`src/rtl/wb_adder_csr_pkg.sv`:
```
// Shared register map, control/status bit positions and FSM states for the
// Wishbone chunked-adder CSR block.
package wb_adder_pkg;

  localparam logic [7:0] OFF_OPA    = 8'h00;
  localparam logic [7:0] OFF_OPB    = 8'h04;
  localparam logic [7:0] OFF_CTRL   = 8'h08;
  localparam logic [7:0] OFF_STATUS = 8'h0C;
  localparam logic [7:0] OFF_RESULT = 8'h10;
  localparam logic [7:0] OFF_GPIO   = 8'h14;

  localparam int unsigned CTRL_START = 0;
  localparam int unsigned CTRL_ACC   = 1;
  localparam int unsigned CTRL_IE    = 2;
  localparam int unsigned CTRL_OE    = 3;

  localparam int unsigned STAT_BUSY  = 0;
  localparam int unsigned STAT_DONE  = 1;
  localparam int unsigned STAT_CARRY = 2;

  typedef enum logic [1:0] {IDLE, RUN, DONE} fsm_t;

  function automatic logic [31:0] merge_sel(input logic [31:0] old_val,
                                            input logic [31:0] new_val,
                                            input logic [3:0]  sel);
    logic [31:0] r;
    r = old_val;
    for (int unsigned i = 0; i < 4; i++)
      if (sel[i]) r[8*i +: 8] = new_val[8*i +: 8];
    return r;
  endfunction

endpackage

```
`src/rtl/wb_adder_csr_adder_chunk_core.sv`:
```
// Multi-cycle 32-bit adder: snapshots operands on start, resolves CHUNK bits
// per cycle LSB-first with a registered carry, then pulses done for one cycle.
module adder_chunk_core
  import wb_adder_pkg::*;
#(
  parameter int unsigned CHUNK = 8
) (
  input  logic        clk,
  input  logic        rst_n,
  input  logic        start,
  input  logic [31:0] opa,
  input  logic [31:0] opb,
  output logic        busy,
  output logic        done,
  output logic [31:0] result,
  output logic        carry
);

  localparam int unsigned NCYC = 32 / CHUNK;
  localparam int unsigned CW   = (NCYC > 1) ? $clog2(NCYC) : 1;

  fsm_t            state, state_nx;
  logic [31:0]     a_q, b_q, res_q;
  logic [CW-1:0]   cnt_q;
  logic            cy_q;
  logic [CHUNK:0]  sum;
  logic [31+CHUNK:0] res_cat;
  logic            last;

  always_comb begin
    sum     = {1'b0, a_q[CHUNK-1:0]} + {1'b0, b_q[CHUNK-1:0]} + {{CHUNK{1'b0}}, cy_q};
    // new chunk enters at the top; after NCYC shifts the LSB chunk lands at bit 0
    res_cat = {sum[CHUNK-1:0], res_q} >> CHUNK;
    last    = (cnt_q == CW'(NCYC - 1));
    state_nx = state;
    busy     = 1'b0;
    done     = 1'b0;
    case (state)
      IDLE: if (start) state_nx = RUN;
      RUN: begin
        busy = 1'b1;
        if (last) state_nx = DONE;
      end
      DONE: begin
        busy     = 1'b1;
        done     = 1'b1;
        state_nx = IDLE;
      end
      default: state_nx = IDLE;
    endcase
  end

  always_ff @(posedge clk or negedge rst_n) begin
    if (!rst_n) begin
      state <= IDLE;
      a_q   <= '0;
      b_q   <= '0;
      res_q <= '0;
      cnt_q <= '0;
      cy_q  <= 1'b0;
    end else begin
      state <= state_nx;
      if (state == IDLE && start) begin
        a_q   <= opa;
        b_q   <= opb;
        cnt_q <= '0;
        cy_q  <= 1'b0;
      end else if (state == RUN) begin
        a_q   <= a_q >> CHUNK;
        b_q   <= b_q >> CHUNK;
        res_q <= res_cat[31:0];
        cy_q  <= sum[CHUNK];
        cnt_q <= cnt_q + CW'(1);
      end
    end
  end

  assign result = res_q;
  assign carry  = cy_q;

endmodule

```
`src/rtl/wb_adder_csr.sv`:
```
// Wishbone slave wrapping the chunked adder: operand/control CSRs, status,
// result capture, done IRQ and the 16-bit GPIO check field.
module wb_adder_csr
  import wb_adder_pkg::*;
#(
  parameter logic [31:0] BASE_ADDR = 32'h3000_0000,
  parameter int unsigned CHUNK     = 8
) (
  input  logic        wb_clk_i,
  input  logic        wb_rst_n,
  input  logic        wbs_cyc_i,
  input  logic        wbs_stb_i,
  input  logic        wbs_we_i,
  input  logic [3:0]  wbs_sel_i,
  input  logic [31:0] wbs_adr_i,
  input  logic [31:0] wbs_dat_i,
  output logic        wbs_ack_o,
  output logic [31:0] wbs_dat_o,
  output logic [15:0] io_out,
  output logic [15:0] io_oeb,
  output logic        irq_o
);

  logic [31:0] opa_q, opb_q, result_q;
  logic [15:0] gpio_q, io_out_q;
  logic        acc_q, ie_q, oe_q, carry_q, done_q, irq_q;
  logic        hit, req, wr, core_start, core_busy, core_done, core_carry;
  logic [7:0]  off;
  logic [31:0] rd_data, opa_m, opb_m, gpio_m, core_result;

  assign hit = (wbs_adr_i[31:8] == BASE_ADDR[31:8]);
  assign off = wbs_adr_i[7:0];
  assign req = wbs_cyc_i & wbs_stb_i & hit & ~wbs_ack_o;
  assign wr  = req & wbs_we_i;
  assign core_start = wr && off == OFF_CTRL && wbs_sel_i[0] &&
                      wbs_dat_i[CTRL_START] && !core_busy;

  always_comb begin
    opa_m  = merge_sel(opa_q, wbs_dat_i, wbs_sel_i);
    opb_m  = merge_sel(opb_q, wbs_dat_i, wbs_sel_i);
    gpio_m = merge_sel({16'h0000, gpio_q}, wbs_dat_i, wbs_sel_i);
    rd_data = '0;
    case (off)
      OFF_OPA:    rd_data = opa_q;
      OFF_OPB:    rd_data = opb_q;
      OFF_CTRL:   rd_data = {28'h0, oe_q, ie_q, acc_q, 1'b0};
      OFF_STATUS: rd_data = {29'h0, carry_q, done_q, core_busy};
      OFF_RESULT: rd_data = result_q;
      OFF_GPIO:   rd_data = {16'h0000, gpio_q};
      default:    rd_data = '0;
    endcase
  end

  adder_chunk_core #(.CHUNK(CHUNK)) u_core (
    .clk    (wb_clk_i),
    .rst_n  (wb_rst_n),
    .start  (core_start),
    .opa    (opa_q),
    .opb    (opb_q),
    .busy   (core_busy),
    .done   (core_done),
    .result (core_result),
    .carry  (core_carry)
  );

  always_ff @(posedge wb_clk_i or negedge wb_rst_n) begin
    if (!wb_rst_n) begin
      wbs_ack_o <= 1'b0;
      wbs_dat_o <= '0;
      opa_q     <= '0;
      opb_q     <= '0;
      result_q  <= '0;
      gpio_q    <= '0;
      io_out_q  <= '0;
      acc_q     <= 1'b0;
      ie_q      <= 1'b0;
      oe_q      <= 1'b0;
      carry_q   <= 1'b0;
      done_q    <= 1'b0;
      irq_q     <= 1'b0;
    end else begin
      wbs_ack_o <= req;
      wbs_dat_o <= (req && !wbs_we_i) ? rd_data : '0;
      io_out_q  <= gpio_q;
      irq_q     <= core_done & ie_q;

      if (wr && !core_busy && off == OFF_OPA) opa_q <= opa_m;
      if (wr && !core_busy && off == OFF_OPB) opb_q <= opb_m;
      if (wr && off == OFF_GPIO) gpio_q <= gpio_m[15:0];
      if (wr && off == OFF_CTRL && wbs_sel_i[0]) begin
        acc_q <= wbs_dat_i[CTRL_ACC];
        ie_q  <= wbs_dat_i[CTRL_IE];
        oe_q  <= wbs_dat_i[CTRL_OE];
      end

      // core_done implies busy, so the accumulate write never races a bus write
      if (core_done) begin
        result_q <= core_result;
        carry_q  <= core_carry;
        done_q   <= 1'b1;
        if (acc_q) opa_q <= core_result;
      end else if (core_start) begin
        done_q <= 1'b0;
      end
    end
  end

  assign io_out = io_out_q;
  assign io_oeb = oe_q ? '0 : '1;
  assign irq_o  = irq_q;

endmodule

```
`config.mk`:
```
export PLATFORM = sky130hd
export DESIGN_NAME = wb_adder_csr
export DESIGN_NICKNAME = d
export VERILOG_FILES = /design/src/rtl/wb_adder_csr_pkg.sv /design/src/rtl/wb_adder_csr_adder_chunk_core.sv /design/src/rtl/wb_adder_csr.sv
export SDC_FILE = /design/constraint.sdc
export NUM_CORES = 1
export LEC_CHECK = 0
export BUFFER_PORTS_ARGS = -buffer_cell sky130_fd_sc_hd__buf_2
export CORE_AREA = 2 2 143 145
export CTS_CLUSTER_DIAMETER = 50
export DETAILED_ROUTE_END_ITERATION = 8
export DIE_AREA = 0 0 145 147
export GPL_ROUTABILITY_DRIVEN = 1
export PLACE_DENSITY = 0.84
export SLEW_MARGIN = 20
export SYNTH_ARGS = -nofsm -noshare
export SYNTH_HDL_FRONTEND = slang
export SYNTH_SLANG_ARGS = --single-unit
```
`constraint.sdc`:
```
create_clock -name wb_clk_i -period 5.01 [get_ports wb_clk_i]
set_input_delay 0.501 -clock wb_clk_i [delete_from_list [all_inputs] [get_ports wb_clk_i]]
set_output_delay 0.501 -clock wb_clk_i [all_outputs]
set_load 0.05 [all_outputs]
```
* Yosys cells after proc, flatten, opt, wreduce, memory -nomap -nowiden
Index checks and enable logic that the tools add are counted.
** Storage, ports and cells
- Input port bits :: 73
- Output and inout bits :: 66
- Logic and storage cells :: 94
- Register bits :: 268
** Operators by class
- Reduce and logical (&&, ||, !) cells :: 25
- Bitwise operators :: 7
- Mux-type cells :: 25
- $add $sub $neg :: 3
- Eq/ne operators :: 11
** Operators by type and width (number)
- 2-to-1 mux 32 bit :: 8
- one-hot mux 32 bit (6 select lines) :: 1
- 2-to-1 mux 8 bit :: 4
- equality test 24 x 22 -> 1 bit (second input constant) :: 1
- equality test 8 x 4 -> 1 bit (second input constant) :: 2
- equality test 8 x 5 -> 1 bit (second input constant) :: 2
- 2-to-1 mux 16 bit :: 1
- AND reduction 2 bit :: 8
- logical AND 1 bit :: 10
- adder 8 x 8 -> 9 bit :: 1
- adder 9 x 1 -> 9 bit :: 1
- equality test 8 x 3 -> 1 bit (second input constant) :: 1
- logical NOT 8 bit :: 1
- 2-to-1 mux 2 bit :: 4
- 2-to-1 mux 1 bit :: 6
- AND 1 bit :: 5
- equality test 2 bit (second input constant) :: 2
- != test 2 x 1 -> 1 bit (second input constant) :: 2
- one-hot mux 2 bit (2 select lines) :: 1
- nonzero test 2 bit :: 2
- adder 2 x 1 -> 2 bit (second input constant) :: 1
- equality test 2 x 1 -> 1 bit (second input constant) :: 1
- logical NOT 1 bit :: 2
- logical NOT 2 bit :: 1
- 2 further kinds :: 3

* Depth between registers and ports, before layout
- Depth in word-level cells :: 11
- Depth in mapped cells :: 9
- Mapped depth without buffers :: 9

* Modules after synthesis
Synthesis repeated with hierarchy kept, for this count alone.
** Second synthesis, totals
- Cell total of the unflattened synthesis :: 1088
- Area total of the unflattened synthesis :: 12438.2 µm²
** Modules (own cells, without submodules)
- wb_adder_csr :: cells an instance 659, times used 1, area an instance 7754.9 µm²
- adder_chunk_core :: cells an instance 429, times used 1, area an instance 4683.2 µm²

* Least setup slack after synthesis
Ideal clock, no wire load.
- Kind :: input to register
- Start point :: input wbs_adr_i[18]
- End point :: register u_core.a_q[28]
- Path slack :: 2.319 ns
- Required time :: 4.892 ns
- Library setup time :: 0.118 ns
- Arrival :: 2.573 ns
- Path buffers :: 4
- Stages on the path :: 9
- Path through :: or4_1 > clkbuf_2 > or3_1 > buf_6 > or4_1 > clkbuf_2 > buf_6 > nand3b_1 > nand2_1
** On the way
- Word-level cells in the longest chain between the ends :: 10
- Elaborated cells on any way between the ends :: 11
** RTL lines
- start, declared :: RTL line wb_adder_csr.sv:15 : input logic [31:0] wbs_adr_i,
- equality test 24 x 22 -> 1 bit * :: RTL line wb_adder_csr.sv:31 : assign hit = (wbs_adr_i[31:8] == BASE_ADDR[31:8]);
- AND 1 bit * (2 in series) :: RTL line wb_adder_csr.sv:33 : assign req = wbs_cyc_i & wbs_stb_i & hit & ~wbs_ack_o;
- AND 1 bit * :: RTL line wb_adder_csr.sv:34 : assign wr = req & wbs_we_i;
- logical AND 1 bit * (3 in series) :: RTL line wb_adder_csr.sv:35 : assign core_start = wr && off == OFF_CTRL && wbs_sel_i[0] &&
- logical AND 1 bit * :: RTL line wb_adder_csr.sv:36 : wbs_dat_i[CTRL_START] && !core_busy;
- logical AND 1 bit * :: RTL line wb_adder_csr_adder_chunk_core.sv:63 : if (state == IDLE && start) begin
- 2-to-1 mux 32 bit or nonzero test 2 bit (tied branches)
- end signal, assigned :: RTL line wb_adder_csr_adder_chunk_core.sv:64 : a_q <= opa;
- end signal, assigned :: RTL line wb_adder_csr_adder_chunk_core.sv:69 : a_q <= a_q >> CHUNK;
- end, declared :: RTL line wb_adder_csr_adder_chunk_core.sv:23 : logic [31:0] a_q, b_q, res_q;
Mark *: on every way between the ends. The rest lies on a longest branch, timed or not.
A chain may end at the register's enable or synchronous reset.

* Worst setup path in the final report
- Start point :: register wbs_ack_o
- End point :: register wbs_dat_o[19]
** On the way
- Word-level cells in the longest chain between the ends :: 4
** RTL lines
- start, declared :: RTL line wb_adder_csr.sv:17 : output logic wbs_ack_o,
- start signal, assigned :: RTL line wb_adder_csr.sv:82 : wbs_ack_o <= req;
- NOT 1 bit :: RTL line wb_adder_csr.sv:33
- AND 1 bit :: RTL line wb_adder_csr.sv:33
- logical AND 1 bit :: RTL line wb_adder_csr.sv:83 : wbs_dat_o <= (req && !wbs_we_i) ? rd_data : '0;
- 2-to-1 mux 32 bit :: RTL line wb_adder_csr.sv:83
- end signal, assigned :: RTL line wb_adder_csr.sv:83
- end, declared :: RTL line wb_adder_csr.sv:18 : output logic [31:0] wbs_dat_o,
No other way between the ends.

==> out/qor.csv <==
stage;metric;value;unit
global_route;grt_antenna_before_repair;0;
sta;maxSlewViolCount;0;
clock_tree;cts_sinks;268;
die;fp.dieArea;0.0213;mm2
critical_path;crit_type;reg2reg;
critical_path;cp_cell_sequence;nor4_1, nand4_1, or3b_2, or3_1, buf_4, nor2_1;
global_route;grt_usage;28.4;%
die;coreArea;0.0198;mm2
layout;seq_area;0.00671;mm2
sta;rsz0062_at_grt;no;
critical_path;cp_max_fo;15;
power_and_ir_drop;switchingPower;0.000923;W
sta;fin_skew;0.00826;ns
critical_path;cpPeakStageDelay;0.68;ns
power_and_ir_drop;peakVddDrop;0.000247;V
clock_tree;root_buffer;clkbuf_16;
clock_tree;cts_tree;yes;
sta;hold-worst-slack;0.213;ns
critical_path;crit_slowest_cell;or3_1;
detailed_routing;routedWlPerCell;20.7;um
clock_tree;ctsLongestPathBuffers;3;
layout;final_cells;1444;
logic_synthesis;avgSynthCellArea;11.7;um2
sta;slew_headroom;28.4;%
sta;finalSetupViolCount;0;
detailed_routing;vias_per_cell;6.07;
power_and_ir_drop;p_sw_share;21.3;%
critical_path;worstPathRequired;5.47;ns
layout;multi_input_area;0.00515;mm2
power_and_ir_drop;pwr-share-comb;3.3;%
logic_synthesis;synthTopCellsByArea;dfrtp_1, mux2_2, mux2i_1;
sta;fmaxAchievable;331;MHz
logic_synthesis;synth.distinct_cells;51;
power_and_ir_drop;pwr_density_cell;309;mW/mm2
clock_tree;numCtsBuffers;29;
place;gp_congestion;0.925;
detailed_routing;first_iter_violations;814;
power_and_ir_drop;p_clk_share;46.7;%
die;die_x;145;um
run;cap_violations;0;
clock_tree;clock_latency;0.54;ns
die;die_h;147;um
detailed_routing;drc;0;
logic_synthesis;synth_fp_nets;1138;
clock_tree;clkTransAtPathRegs;0.06;ns
critical_path;path_buf_inv;1;
critical_path;path_depth;6;
critical_path;worstSetupStartpoint;wbs_ack_o;
critical_path;r2r-start;wbs_ack_o;
detailed_routing;route.antenna.remaining_nets;0;
sta;fin_crit_sh;60.2;%
global_route;grt_start_max_net_pins;179;
detailed_routing;vias;8769;
detailed_routing;drt-pass1-iter-count;5;
logic_synthesis;synth-edff-count;0;
die;rows;52;
layout;drive_gt1_share;28.5;%
logic_synthesis;synthTopCellsByCount;dfrtp_1, nand2_1, mux2_2, mux2i_1, nor2_1;
place;hpwl;19.6;mm
logic_synthesis;syn-cell-area;0.0123;mm2
critical_path;crit_path_start_kind;flip-flop;
logic_synthesis;yosysMostFrequentCell;dfrtp_1;
place;io_buffers;138;
clock_tree;cts_max_level;1;
logic_synthesis;synth_top_area_share;54.6;%
logic_synthesis;synthFlopType;dfrtp_1;
detailed_routing;routed_wl;29.9;mm
place;placed_cell_area;0.0131;mm2
logic_synthesis;ys_async_sr_fraction;100;%
global_route;globalRouteOverflowTotal;0;
layout;fin_area;0.0140;mm2
power_and_ir_drop;p_int;0.00340;W
sta;hold_violations;0;
sta;worst_pin_slew;1.07;ns
critical_path;reg2reg_to;wbs_dat_o[19];
worst_hold_path;hold_class;in2reg;
outcome;status;finished, final reports clean;
logic_synthesis;syn_inst;1052;
layout;antenna_cells;0;
logic_synthesis;synth_area_leader_cell;dfrtp_1;
sta;setup_tns;0;ns
critical_path;worstPathArrival;3.48;ns
layout;nFillCells;1346;
power_and_ir_drop;power_frac_seq;50.0;%
die;start_util;61.9;%
critical_path;reg2reg_slack;1.99;ns
layout;fin_nets;1243;
die;io_pins;139;
critical_path;critPathTopFamily;simple AND/OR/NAND/NOR gates;
global_route;grt_first_pass_wirelength;47.8;mm
layout;layout-area-overhead-vs-synth;13.9;%
critical_path;critPathCaptureType;flip-flop;
sta;fin_crit;3.02;ns
critical_path;crit_end;wbs_dat_o[19];
worst_hold_path;min_from;wbs_dat_i[31];
global_route;grt_pass1_vias;8855;
critical_path;rr_worst_depth;6;
power_and_ir_drop;power.leakage;6.25;nW
place;placedCellCount;1395;
logic_synthesis;ys_seq_area_share;54.6;%
logic_synthesis;ys_ff_latch;268;
logic_synthesis;synth_warnings;0;
metal layers:
metal / GRT usage [%] / wire length (um) / up-vias
met3: 4.69 / 2160 / 77
met1: 38.7 / 12400 / 4406
met5: 0 / 0 / -
met2: 46.0 / 14300 / 391
li1: - / - / 3895
met4: 11.7 / 1050 / 0
stage by stage:
stage	worst slack, ns	utilization [%]	total power (W)
after global routing	1.80	70.5	0.00445
after floorplan	2.32	-	0.00225
after global placement	1.84	65.9	0.00235
after CTS	2.01	70.5	0.00435
after detailed placement	1.68	65.9	0.00235
final	1.99	70.5	0.00433
final cells by class:
cell class                 count  area share (%)
tap                          270            2.41
inverter                      16           0.429
timing repair buffer         153            6.01
clock buffer                  41            5.94
sequential                   268            47.9
multi-input combinational    689            36.8
clock inverter                 7           0.465
sequential cells by signal, indices dropped and copies added (netlist names), 2 cells and up:
register and count:
opb_q 32, opa_q 32, u_core.b_q 32, u_core.a_q 32
gpio_q 16, u_core.result 32, u_core.cnt_q 2, io_out 16
result_q 32, u_core.state 2, wbs_dat_o 32
kinds of logic after synthesis:
logic type      Yosys count  share of synthesized area (%)
simple gates            316                           12.4
flops                   268                           54.6
mux                     228                           21.2
compound gates          129                           6.31
buf+inv                  95                           3.82
fa+ha+maj                13                           1.45
xor+xnor                  3                          0.214
power groups by stage:
stage,logic (W),registers (W),clock network (W)
after floorplan,0.0000488,0.00220,0
after global placement,0.000142,0.00220,0
after detailed placement,0.000144,0.00220,0
after CTS,0.000145,0.00217,0.00204
after global routing,0.000160,0.00216,0.00213
final,0.000144,0.00217,0.00202
cell usage in the layout, fill, tap and decap left out, types with 29 or more instances in the layout:
cell / synthesis / routed
dfrtp_1: 268 / 268
buf_2: 10 / 137
nand2_1: 117 / 116
mux2_2: 110 / 110
mux2i_1: 102 / 102
nor2_1: 80 / 80
o21ai_0: 46 / 46
nand3_1: 35 / 35
a21oi_1: 33 / 33
clkbuf_16: 0 / 29
worst min-delay path by stage:
stage	cells after the start	endpoint	slack, ns
2_1_floorplan	0	acc_q	0.21
3_3_place_gp	0	io_out[6]	0.38
3_5_place_dp	0	io_out[13]	0.39
4_1_cts	2	opb_q[31]	0.20
5_1_grt	2	opb_q[31]	0.21
6_report	2	opb_q[31]	0.21
timing repair:
| action | in CTS | in global routing |
|---|---|---|
| resized for setup | 0 | 0 |
| setup buffers | 0 | 0 |
| endpoints found under the hold margin | 4 | 0 |
| hold buffers | 1 | 0 |
(Power assumes the default switching activity.)
